## src/rtl/input_conditioner_pkg.sv

```systemverilog
// Shared constants, types and helpers for the input_conditioner block.
// Holds the legal synchronizer depth range and the debounce counter sizing rule.
package input_conditioner_pkg;

    localparam int STAGES_MIN = 2;
    localparam int STAGES_MAX = 4;

    // A filter length of 1 or 2 still needs a 1-bit counter to stay legal.
    function automatic int debounce_cnt_width(input int cycles);
        int w;
        w = $clog2(cycles);
        return (w < 1) ? 1 : w;
    endfunction

    typedef struct packed {
        logic rise;
        logic fall;
    } edge_t;

endpackage

```

## src/rtl/input_conditioner_sync_chain.sv

```systemverilog
// Generalised multi-bit synchronizer: STAGES flops per bit, async active-low reset.
// The last stage is the only output that may be consumed by synchronous logic.
module sync_chain
    import input_conditioner_pkg::*;
#(
    parameter int                WIDTH       = 1,
    parameter int                STAGES      = 2,
    parameter logic [WIDTH-1:0]  RESET_VALUE = '0
) (
    input  logic             i_clk,
    input  logic             i_rst_n,
    input  logic [WIDTH-1:0] i_d,
    output logic [WIDTH-1:0] o_q
);

    logic [WIDTH-1:0] r_stage [STAGES];

    always_ff @(posedge i_clk or negedge i_rst_n) begin
        if (!i_rst_n) begin
            for (int s = 0; s < STAGES; s++) begin
                r_stage[s] <= RESET_VALUE;
            end
        end else begin
            r_stage[0] <= i_d;
            for (int s = 1; s < STAGES; s++) begin
                r_stage[s] <= r_stage[s-1];
            end
        end
    end

    assign o_q = r_stage[STAGES-1];

endmodule

```

## src/rtl/input_conditioner.sv

```systemverilog
// Per-channel synchronize -> debounce -> registered edge detect for raw pin inputs.
// Define INPUT_CONDITIONER_STICKY_EN to add sticky_clear/sticky_flags latched edge flags.
module input_conditioner
    import input_conditioner_pkg::*;
#(
    parameter int                   CHANNELS        = 1,
    parameter int                   STAGES          = 2,
    parameter int                   DEBOUNCE_CYCLES = 4,
    parameter logic [CHANNELS-1:0]  RESET_VALUE     = '0
) (
    input  logic                clk,
    input  logic                reset_n,
    input  logic [CHANNELS-1:0] raw_input,
    output logic [CHANNELS-1:0] stable_value,
    output logic [CHANNELS-1:0] rise_pulse,
    output logic [CHANNELS-1:0] fall_pulse
`ifdef INPUT_CONDITIONER_STICKY_EN
    ,
    input  logic [CHANNELS-1:0] sticky_clear,
    output logic [CHANNELS-1:0] sticky_flags
`endif
);

    localparam int               CNT_W    = debounce_cnt_width(DEBOUNCE_CYCLES);
    localparam logic [CNT_W-1:0] CNT_LAST = CNT_W'(DEBOUNCE_CYCLES - 1);

    if (STAGES < STAGES_MIN || STAGES > STAGES_MAX) begin : g_bad_stages
        $error("input_conditioner: STAGES must be in 2..4");
    end
    if (DEBOUNCE_CYCLES < 1) begin : g_bad_debounce
        $error("input_conditioner: DEBOUNCE_CYCLES must be >= 1");
    end

    logic [CHANNELS-1:0] w_sync;

    sync_chain #(
        .WIDTH       (CHANNELS),
        .STAGES      (STAGES),
        .RESET_VALUE (RESET_VALUE)
    ) u_sync (
        .i_clk   (clk),
        .i_rst_n (reset_n),
        .i_d     (raw_input),
        .o_q     (w_sync)
    );

    for (genvar i = 0; i < CHANNELS; i++) begin : g_ch
        logic [CNT_W-1:0] r_cnt;
        logic             r_stable;
        edge_t            r_edge;
        logic             w_differ;
        logic             w_accept;

        assign w_differ = (w_sync[i] != r_stable);
        // Accept only on the last of an unbroken run of disagreeing samples.
        assign w_accept = w_differ && (r_cnt == CNT_LAST);

        always_ff @(posedge clk or negedge reset_n) begin
            if (!reset_n) begin
                r_cnt    <= '0;
                r_stable <= RESET_VALUE[i];
                r_edge   <= '0;
            end else begin
                r_edge.rise <= w_accept &&  w_sync[i];
                r_edge.fall <= w_accept && !w_sync[i];
                if (!w_differ || w_accept) begin
                    r_cnt <= '0;
                end else begin
                    r_cnt <= r_cnt + 1'b1;
                end
                if (w_accept) begin
                    r_stable <= w_sync[i];
                end
            end
        end

        assign stable_value[i] = r_stable;
        assign rise_pulse[i]   = r_edge.rise;
        assign fall_pulse[i]   = r_edge.fall;

`ifdef INPUT_CONDITIONER_STICKY_EN
        logic r_sticky;

        // A pulse in the same cycle as a clear keeps the flag set.
        always_ff @(posedge clk or negedge reset_n) begin
            if (!reset_n) begin
                r_sticky <= 1'b0;
            end else if (r_edge.rise || r_edge.fall) begin
                r_sticky <= 1'b1;
            end else if (sticky_clear[i]) begin
                r_sticky <= 1'b0;
            end
        end

        assign sticky_flags[i] = r_sticky;
`endif
    end

endmodule
```

## config.mk

```make
export PLATFORM = sky130hd
export DESIGN_NAME = input_conditioner
export DESIGN_NICKNAME = d
export VERILOG_FILES = /design/src/rtl/input_conditioner_pkg.sv /design/src/rtl/input_conditioner_sync_chain.sv /design/src/rtl/input_conditioner.sv
export SDC_FILE = /design/constraint.sdc
export NUM_CORES = 1
export LEC_CHECK = 0
export ABC_AREA = 1
export CORE_AREA = 2 2 39 41
export CTS_BUF_LIST = sky130_fd_sc_hd__clkbuf_8
export DETAILED_ROUTE_END_ITERATION = 6
export DIE_AREA = 0 0 41 43
export PLACE_DENSITY = 0.4
export SLEW_MARGIN = 25
export SYNTH_ARGS = -nofsm -noshare
export SYNTH_HDL_FRONTEND = slang
export SYNTH_SLANG_ARGS = --single-unit
```

## constraint.sdc

```tcl
create_clock -name clk -period 0.9 [get_ports clk]
set_input_delay 0.09 -clock clk [delete_from_list [all_inputs] [get_ports clk]]
set_output_delay 0.09 -clock clk [all_outputs]
set_load 0.01 [all_outputs]
```

* Yosys cells after proc, flatten, opt, wreduce, memory -nomap -nowiden
Index checks and enable logic that the tools add are counted.
Word-level totals: output and inout port bits 3, register bits 7, input port bits 3
Cells by class: mux-type cells 1, reductions and logical operators 6, equal/unequal tests 2, $add $sub $neg 1
Operators by type and width (number):
- $logic_and 1x1->1 | 3
- $add 2x1->2 const B | 1
- $eq 2x2->1 const B | 1
- $logic_not 1->1 | 2
- $mux 2 | 1
- $logic_or 1x1->1 | 1
- $ne 1x1->1 | 1

* Depth between registers and ports, before layout
Gate-level depths: netlist of the first run.
depth in word-level cells 4, mapped depth 5, depth with buffers taken out 5

* Cells and area by module
A second synthesis of the first run with hierarchy kept.
Second synthesis, totals: cell total of the unflattened synthesis 22, area, all modules 241.5 µm²
Modules (own cells, without submodules):
- input_conditioner | cells each 20, times used 1, seq. area each 125.1 µm², area an instance 191.4 µm²
- sync_chain | cells each 2, times used 1, seq. area each 50.0 µm², area an instance 50.0 µm²

* Worst setup path before layout of the first run
OpenSTA, ideal clock, no wires.
path kind register to register, start point register g_ch[0].r_cnt[0], end point register g_ch[0].r_cnt[0], period minus slack after synthesis 0.848 ns, data required time 0.829 ns, data arrival time 0.776 ns, path buffers 0, cell stages (with the launch flop) 5, setup slack 0.052 ns, path through dfrtp_1 ha_1 inv_1 nand2_1 nor2_1
On the way: cells in the longest elaborated chain, start to end 4, elaborated cells between the ends (all ways) 5, those cells by class 1 x add/sub; 1 x eq/ne; 1 x mux; 2 x reduce/logical
RTL lines:
- from (decl) | line input_conditioner.sv:48 | logic [CNT_W-1:0] r_cnt;
- from (signal assigned) | line input_conditioner.sv:69 | r_cnt <= r_cnt + 1'b1;
- $eq 2x2->1 | line input_conditioner.sv:56 | assign w_accept = w_differ && (r_cnt == CNT_LAST);
- $logic_and 1x1->1 | line input_conditioner.sv:56
- $logic_or 1x1->1 | line input_conditioner.sv:66 | if (!w_differ || w_accept) begin
- $mux 2 * | line input_conditioner.sv:66
Mark *: on every way between the ends. The rest lies on a longest branch, timed or not. A chain may end at the register's enable or synchronous reset.

* Worst setup path after layout of the first run
start point register g_ch[0].r_cnt[0], end point register g_ch[0].r_cnt[1]
Same word-level chain as after synthesis.

==> impl_metrics.env, run 1 <==
export IMPL_die_x_um=41
export IMPL_start_kind="flip-flop"
export IMPL_cts_buffers=3
export IMPL_hp_class="primary input to async pin"
export IMPL_syn_avg_cell_area_um2=11.0
export IMPL_regArea_um2=175
export IMPL_tightest_slew_ps=312
export IMPL_multi_input_area_um2=71.3
export IMPL_viasPerCell=3.52
export IMPL_swShare_pct=28.2
export IMPL_r2r_cells=4
export IMPL_final_hold_viol_count=0
export IMPL_drive_gt1_share_pct=50.0
export IMPL_portBuffers=5
export IMPL_cp_arrival_ps=1030
export IMPL_irDropWorstVdd_mv=0.901
export IMPL_first_iter_violations=0
export IMPL_crit_slowest_cell="dfrtp_1"
export IMPL_yosys_register_bits=7
export IMPL_routed_wl_um=440
export IMPL_grt_overflow=0
export IMPL_seq_power_share_pct=35.2
export IMPL_cpPeakStageDelay_ps=380
export IMPL_antenna_found_initial=0
export IMPL_fin_crit_sh_pct=97.7
export IMPL_outcome="completed"
export IMPL_cts_buffer_depth=2
export IMPL_slew_viol_final=0
export IMPL_r2r_end="g_ch[0].r_cnt[1]"
export IMPL_crit_required_ps=1050
export IMPL_pwr_share_comb_pct=29.1
export IMPL_clk_latency_ps=220
export IMPL_cts_root_buf="clkbuf_8"
export IMPL_dp_hpwl_um=285
export IMPL_wl_per_cell_um=8.80
export IMPL_relSlewSlack_pct=79.1
export IMPL_p_int_mw=0.843
export IMPL_layout_commonest_cell="dfrtp_1"
export IMPL_ant_nets=0
export IMPL_pwr_density_cell_nw_per_um2=3010
export IMPL_n_fill_cell=153
export IMPL_reg2reg_slack_ps=20
export IMPL_p_leak_nw=0.199
export IMPL_cts_sinks=7
export IMPL_grt_max_degree=8
export IMPL_rsz0062_at_grt="yes"
export IMPL_switching_power_mw=0.331
export IMPL_grt_pass1_wl_um=745
export IMPL_drv_cap=0
export IMPL_skew_ps=0.769
export IMPL_synth_area_um2=241
export IMPL_dieArea_um2=1760
export IMPL_grt_pass1_vias=206
export IMPL_io_pins=6
export IMPL_cp_end_kind="flip-flop"
export IMPL_fin_nets=39
export IMPL_cts_htree_levels=1
export IMPL_fin_cells=50
export IMPL_final_area_um2=390
export IMPL_crit_family="flip-flops"
export IMPL_timing_rr_start="g_ch[0].r_cnt[0]"
export IMPL_coreArea_um2=1380
export IMPL_dp_cells=44
export IMPL_fp_dieH_um=43
export IMPL_dp_slack_ps=-51.4
export IMPL_finalSetupViolations=0
export IMPL_netlist_cell_type_count=6
export IMPL_hold_ws_ps=127
export IMPL_design_power_total_mw=1.17
export IMPL_n_antenna_cell=0
export IMPL_critPathMaxFanout=3
export IMPL_cts_tree="built"
export IMPL_core_rowCount=14
export IMPL_setup_ws_ps=20.9
export IMPL_finalCriticalPeriod_ps=879
export IMPL_synth_warnings=0
export IMPL_synthCells=22
export IMPL_seq_area_frac_synth_pct=72.5
export IMPL_synth_nets=26
export IMPL_crit_chain="ha_2 > inv_2 > nand2_2 > nor2_1"
export IMPL_dr_pass1_iters=1
export IMPL_mostFrequentLayoutCells="dfrtp_1 (7), inv_1 (3), nand2_2 (3), nor2_1 (3), clkbuf_8 (3)"
export IMPL_grt_usage_pct=6.88
export IMPL_post_dp_cell_area_um2=319
export IMPL_cts_hold_buffers=0
export IMPL_crit_type="flip-flop to flip-flop"
export IMPL_clk_pin_slew_ps=40
export IMPL_initial_core_util_pct=17.5
export IMPL_worst_path_buf_inv=1
export IMPL_syn_to_final_growth_pct=61.7
export IMPL_drcViolationCount=0
export IMPL_dr_total_vias=176
export IMPL_gp_congestion=0.587
export IMPL_max_freq_mhz=1140
export IMPL_power_clock_fraction_pct=35.7
[worst reg2reg max path: cells and delay by family (launching register included)]
family                     cells  cell delay [ps]
buffers and inverters          1               70
and+or+nand+nor                2              150
DFF                            1              380
adders and majority gates      1              210
[per-layer routing]
metal  up-vias  part of all wire (%)  wire (um)  GRT usage (%)
met5         -                     0          0              0
met4         0                     0          0           8.00
met3         0                   7.5         33           3.14
met2         6                    52        230           9.38
met1        83                    40        176           6.60
li1         87                     -          -              -
[power by group through the flow]
stage,logic [mW],clock network (mW),registers (mW)
global placement,0.227,0,0.407
floorplan,0.0994,0,0.424
detailed placement,0.238,0,0.411
global route,0.379,0.457,0.419
CTS,0.263,0.437,0.409
finish,0.341,0.419,0.413
[synthesized netlist by cell type, drive strengths merged]
library cell  instances  area, um^2
ha                    1        12.5
nand2                 5        18.8
dfrtp                 7         175
o21ai                 1        5.00
inv                   4        15.0
nor2                  4        15.0
[timing repair]
action                                  CTS  global route
setup buffers                             1             1
pin swaps                                 3             4
endpoints found under the setup margin    5             6
resized for setup                        11            10
[sequential cells by signal, indices dropped and copies added, names as in the netlist]
register and flops:
fall_pulse 1, g_ch.r_cnt 2, rise_pulse 1, stable_value 1
u_sync.o_q 1, u_sync.r_stage 1
[logic make-up after synthesis]
| family | after synthesis | synth area share [%] |
|---|---|---|
| AND/OR/NAND/NOR | 9 | 14.0 |
| flip-flops | 7 | 72.5 |
| buffers and inverters | 4 | 6.22 |
| AO/OA/AOI/OAI | 1 | 2.07 |
| adder cells (fa/ha/maj) | 1 | 5.18 |
[worst max path at each step]
stage,start,to,slack [ps],depth (start not counted)
final,g_ch[0].r_cnt[0],g_ch[0].r_cnt[1],20,4
after global routing,stable_value,g_ch[0].r_cnt[1],-50,6
after CTS,stable_value,g_ch[0].r_cnt[0],-20,6
after detailed placement,stable_value,stable_value,-50,1
after global placement,stable_value,stable_value,-40,1
after floorplan,g_ch[0].r_cnt[0],g_ch[0].r_cnt[0],50,4
[area by class of cell]
| class | instances | area share [%] |
|---|---|---|
| clock buffers | 3 | 10.6 |
| clock inverters | 1 | 0.962 |
| inverters | 4 | 4.49 |
| multi-input cells | 11 | 18.3 |
| flip-flops and latches | 7 | 44.9 |
| well taps | 16 | 5.13 |
| repair buffers | 8 | 15.7 |
[through the flow]
step	util [%]	setup TNS, ps
2_1_floorplan	-	0
6_report	28.2	0
3_5_place_dp	23.1	-138
5_1_grt	28.2	-69.9
3_3_place_gp	23.1	-82.9
4_1_cts	27.3	-35.0
(Power assumes the default switching activity.)
==> inputs of run 2 (changes only) <==
SETUP_SLACK_MARGIN = 0.05   (was default)
==> impl_metrics.env, run 2 (synthesis results as in run 1) <==
export IMPL_largest_register_ffs=2
export IMPL_p_leak_nw=0.202
export IMPL_skew_ps=0.822
export IMPL_clk_pin_slew_ps=40
export IMPL_drv_cap=0
export IMPL_crit_type="flip-flop to flip-flop"
export IMPL_p_int_mw=0.854
export IMPL_layout_commonest_cell="dfrtp_1"
export IMPL_cts_buffers=3
export IMPL_die_x_um=41
export IMPL_start_kind="flip-flop"
export IMPL_fp_dieH_um=43
export IMPL_regMostFlops="g_ch.r_cnt"
export IMPL_grt_pass1_wl_um=745
export IMPL_final_area_um2=400
export IMPL_fin_crit_sh_pct=95.4
export IMPL_fin_util_pct=28.9
export IMPL_multi_input_area_um2=81.3
export IMPL_post_dp_cell_area_um2=319
export IMPL_core_rowCount=14
export IMPL_fin_cells=50
export IMPL_cts_tree="built"
export IMPL_critPathMaxFanout=3
export IMPL_dr_pass1_iters=1
export IMPL_portBuffers=5
export IMPL_outcome="completed"
export IMPL_seq_power_share_pct=35.7
export IMPL_finalSetupViolations=0
export IMPL_wl_per_cell_um=8.96
export IMPL_pwr_density_cell_nw_per_um2=3000
export IMPL_grt_pass1_vias=208
export IMPL_crit_chain="ha_4 > inv_2 > nand2_2 > nor2_1"
export IMPL_power_clock_fraction_pct=35.0
export IMPL_fin_nets=39
export IMPL_clk_latency_ps=220
export IMPL_grt_max_degree=8
export IMPL_crit_slowest_cell="dfrtp_1"
export IMPL_dr_total_vias=176
export IMPL_dp_hpwl_um=285
export IMPL_regArea_um2=175
export IMPL_n_fill_cell=152
export IMPL_tightest_slew_ps=314
export IMPL_antenna_found_initial=0
export IMPL_cpPeakStageDelay_ps=410
export IMPL_viasPerCell=3.52
export IMPL_final_hold_viol_count=0
export IMPL_finalCriticalPeriod_ps=858
export IMPL_cts_htree_levels=1
export IMPL_grt_overflow=0
export IMPL_ant_nets=0
export IMPL_slew_viol_final=0
export IMPL_cp_end_kind="flip-flop"
export IMPL_cts_sinks=7
export IMPL_relSlewSlack_pct=79.0
export IMPL_io_pins=6
export IMPL_pwr_share_comb_pct=29.4
export IMPL_initial_core_util_pct=17.5
export IMPL_swShare_pct=28.8
export IMPL_dp_cells=44
export IMPL_worst_path_buf_inv=1
export IMPL_n_antenna_cell=0
export IMPL_coreArea_um2=1380
export IMPL_crit_required_ps=1050
export IMPL_syn_to_final_growth_pct=65.8
export IMPL_routed_wl_um=448
export IMPL_max_freq_mhz=1160
export IMPL_hp_class="primary input to async pin"
export IMPL_drcViolationCount=0
export IMPL_cts_root_buf="clkbuf_8"
export IMPL_rsz0062_at_grt="yes"
export IMPL_gp_congestion=0.587
export IMPL_drive_gt1_share_pct=50.0
export IMPL_grt_usage_pct=6.88
export IMPL_crit_family="flip-flops"
export IMPL_cp_arrival_ps=1010
export IMPL_first_iter_violations=0
export IMPL_cts_buffer_depth=2
export IMPL_irDropWorstVdd_mv=0.902
export IMPL_switching_power_mw=0.345
export IMPL_dieArea_um2=1760
==> run 2: changes by cell type in the layout (fill, tap and decap cells not counted), sizes merged <==
cell and delta:
clkbuf -2, buf +2
==> run 2: stage by stage <==
stage	hold WS [ps]	total power [mW]	setup TNS, ps	setup WS (ps)
detailed placement	336	0.649	-138	-51.4
global route	164	1.28	-52.9	-32.4
finish	127	1.20	0	41.5
CTS	134	1.13	-6.99	-6.99
global placement	333	0.634	-82.9	-42.9
floorplan	-206	0.523	0	52.4
==> run 2: path summary, 6_finish.rpt <==
check / start / end / slack, ps / depth (start not counted)
max in group asynchronous: reset_n / u_sync.r_stage[1] / 540 / 1
min: reset_n / rise_pulse / 130 / 1
min reg2reg: u_sync.r_stage[1] / u_sync.o_q / 350 / 0
max: g_ch[0].r_cnt[0] / g_ch[0].r_cnt[1] / 40 / 4
min in group clk: raw_input / u_sync.r_stage[1] / 310 / 1
max reg2reg: g_ch[0].r_cnt[0] / g_ch[0].r_cnt[1] / 40 / 4
==> run 2: repair_timing <==
item / 4_1_cts / 5_1_grt
buffers inserted: 1 / 1
gates resized for setup: 18 / 6
endpoints found under the setup margin: 8 / 4
hold endpoints to repair: 0 / 0
hold buffers: 0 / 0
pin swaps: 5 / 5
cloned: 0 / 0
==> run 2: area by class of cell <==
| class | count | area share [%] |
|---|---|---|
| inverter | 4 | 4.38 |
| clock inverter | 1 | 0.938 |
| timing repair buffer | 8 | 15.3 |
| sequential | 7 | 43.8 |
| multi-input combinational | 11 | 20.3 |
| clock buffer | 3 | 10.3 |
| tap | 16 | 5.00 |
==> run 2: power groups by stage <==
stage | clock [mW] | combinational (mW) | sequential, mW
finish | 0.419 | 0.352 | 0.428
global route | 0.457 | 0.393 | 0.433
detailed placement | 0 | 0.238 | 0.411
floorplan | 0 | 0.0994 | 0.424
CTS | 0.437 | 0.270 | 0.427
global placement | 0 | 0.227 | 0.407
==> run 2: routing by layer <==
| metal | share of wire, % | routed length [um] | vias to the layer above | GRT usage [%] |
|---|---|---|---|---|
| met4 | 0 | 0 | 0 | 8.00 |
| met5 | 0 | 0 | - | 0 |
| met2 | 51 | 229 | 6 | 9.38 |
| met1 | 41 | 184 | 83 | 6.60 |
| met3 | 7.6 | 34 | 0 | 3.14 |
| li1 | - | - | 87 | - |
==> run 2: worst reg2reg max path, stage by stage (launching register included) <==
cell and delay (ps):
dfrtp_1 410, ha_4 180, inv_2 60, nand2_2 60
nor2_1 80
==> inputs of run 3 (changes only) <==
DONT_BUFFER_PORTS = 1   (was default)
PLACE_DENSITY = 0.33   (was 0.4)
clock period = 1.1 ns   (was 0.9 ns; I/O delays follow)
==> impl_metrics.env, run 3 (synthesis results as in run 1) <==
export IMPL_core_rowCount=14
export IMPL_drcViolationCount=0
export IMPL_timing_rr_start="g_ch[0].r_cnt[0]"
export IMPL_fin_crit_sh_pct=85.5
export IMPL_setup_ws_ps=159
export IMPL_gp_congestion=0.578
export IMPL_drv_cap=0
export IMPL_critPathMaxFanout=3
export IMPL_hold_ws_ps=215
export IMPL_cts_buffer_depth=2
export IMPL_r2r_end="g_ch[0].r_cnt[0]"
export IMPL_finalSetupViolations=0
export IMPL_fin_util_pct=23.6
export IMPL_cp_end_kind="flip-flop"
export IMPL_cts_htree_levels=1
export IMPL_routed_wl_um=384
export IMPL_largest_register_ffs=2
export IMPL_grt_usage_pct=6.35
export IMPL_drive_gt1_share_pct=10.7
export IMPL_ant_nets=0
export IMPL_reg2reg_slack_ps=160
export IMPL_final_hold_viol_count=0
export IMPL_crit_chain="ha_1 > inv_1 > nand2_1 > nor2_1"
export IMPL_pwr_density_cell_nw_per_um2=2470
export IMPL_finalCriticalPeriod_ps=941
export IMPL_coreArea_um2=1380
export IMPL_cts_tree="built"
export IMPL_relSlewSlack_pct=78.8
export IMPL_dp_hpwl_um=271
export IMPL_cts_sinks=7
export IMPL_fp_dieH_um=43
export IMPL_finalSetupTns_ps=0
export IMPL_crit_slowest_cell="dfrtp_1"
export IMPL_fin_cells=44
export IMPL_cpPeakStageDelay_ps=370
export IMPL_layout_commonest_cell="dfrtp_1"
export IMPL_n_fill_cell=144
export IMPL_slew_viol_final=0
export IMPL_grt_pass1_vias=156
export IMPL_start_kind="flip-flop"
export IMPL_viasPerCell=3.57
export IMPL_hp_class="primary input to async pin"
export IMPL_max_freq_mhz=1060
export IMPL_dp_cells=38
export IMPL_grt_overflow=0
export IMPL_cp_arrival_ps=1090
export IMPL_io_pins=6
export IMPL_crit_required_ps=1250
export IMPL_cts_buffers=3
export IMPL_p_leak_nw=0.168
export IMPL_tightest_slew_ps=317
export IMPL_post_dp_cell_area_um2=262
export IMPL_wl_per_cell_um=8.73
export IMPL_cts_root_buf="clkbuf_8"
export IMPL_syn_to_final_growth_pct=35.2
export IMPL_grt_max_degree=8
export IMPL_dp_slack_ps=150
export IMPL_final_area_um2=327
export IMPL_skew_ps=0.900
export IMPL_die_x_um=41
export IMPL_regMostFlops="g_ch.r_cnt"
export IMPL_antenna_found_initial=0
export IMPL_postCtsSetupBuffers=0
export IMPL_initial_core_util_pct=17.5
export IMPL_crit_type="flip-flop to flip-flop"
export IMPL_n_antenna_cell=0
export IMPL_r2r_cells=4
export IMPL_portBuffers=0
export IMPL_fin_nets=33
export IMPL_dr_total_vias=157
export IMPL_outcome="completed"
export IMPL_irDropWorstVdd_mv=0.581
export IMPL_dieArea_um2=1760
export IMPL_first_iter_violations=0
export IMPL_grt_pass1_wl_um=627
export IMPL_design_power_total_mw=0.807
export IMPL_clk_pin_slew_ps=40
export IMPL_mostFrequentLayoutCells="dfrtp_1 (7), inv_1 (5), nand2_1 (5), nor2_1 (4), clkbuf_8 (3)"
export IMPL_dr_pass1_iters=1
export IMPL_rsz0062_at_grt="yes"
export IMPL_clk_latency_ps=220
[run 3: final cells by class]
class,instances,area [um^2],share of cell area (%)
inverters,4,15.0,4.60
clock inverters,1,3.75,1.15
repair buffers,2,20.0,6.13
clock buffers,3,41.3,12.6
well taps,16,20.0,6.13
flip-flops and latches,7,175,53.6
multi-input cells,11,51.3,15.7
[run 3: layer usage]
layer	track usage (%)	routed length, um	vias to the layer above
met3	4.71	39	2
met1	6.51	164	72
met2	6.88	169	6
met4	8.00	11	0
li1	-	-	77
met5	0	0	-
[run 3: repair_timing]
item,CTS,global route
hold buffers,2,0
gates resized for setup,0,0
hold endpoints to repair,8,0
endpoints found under the setup margin,0,1
[run 3: report_power, final]
group          switching, mW  internal [mW]
clock                  0.107          0.241
sequential            0.0417          0.310
combinational         0.0649         0.0425
total                  0.214          0.594
[run 3: worst max-delay path by stage]
| stage | depth (start not counted) | slack, ps | startpoint | endpoint |
|---|---|---|---|---|
| finish | 4 | 160 | g_ch[0].r_cnt[0] | g_ch[0].r_cnt[0] |
| global route | 4 | 50 | g_ch[0].r_cnt[0] | g_ch[0].r_cnt[0] |
| CTS | 4 | 140 | g_ch[0].r_cnt[0] | g_ch[0].r_cnt[0] |
| detailed placement | 4 | 150 | g_ch[0].r_cnt[0] | g_ch[0].r_cnt[0] |
| global placement | 4 | 190 | g_ch[0].r_cnt[0] | g_ch[0].r_cnt[0] |
| floorplan | 4 | 250 | g_ch[0].r_cnt[0] | g_ch[0].r_cnt[0] |
[run 3: critical path, delay by kind of cell, from the launching register on]
kind | cells | cell delay [ps]
AND/OR/NAND/NOR | 2 | 180
flip-flops | 1 | 370
buffers and inverters | 1 | 90
adder cells (fa/ha/maj) | 1 | 230
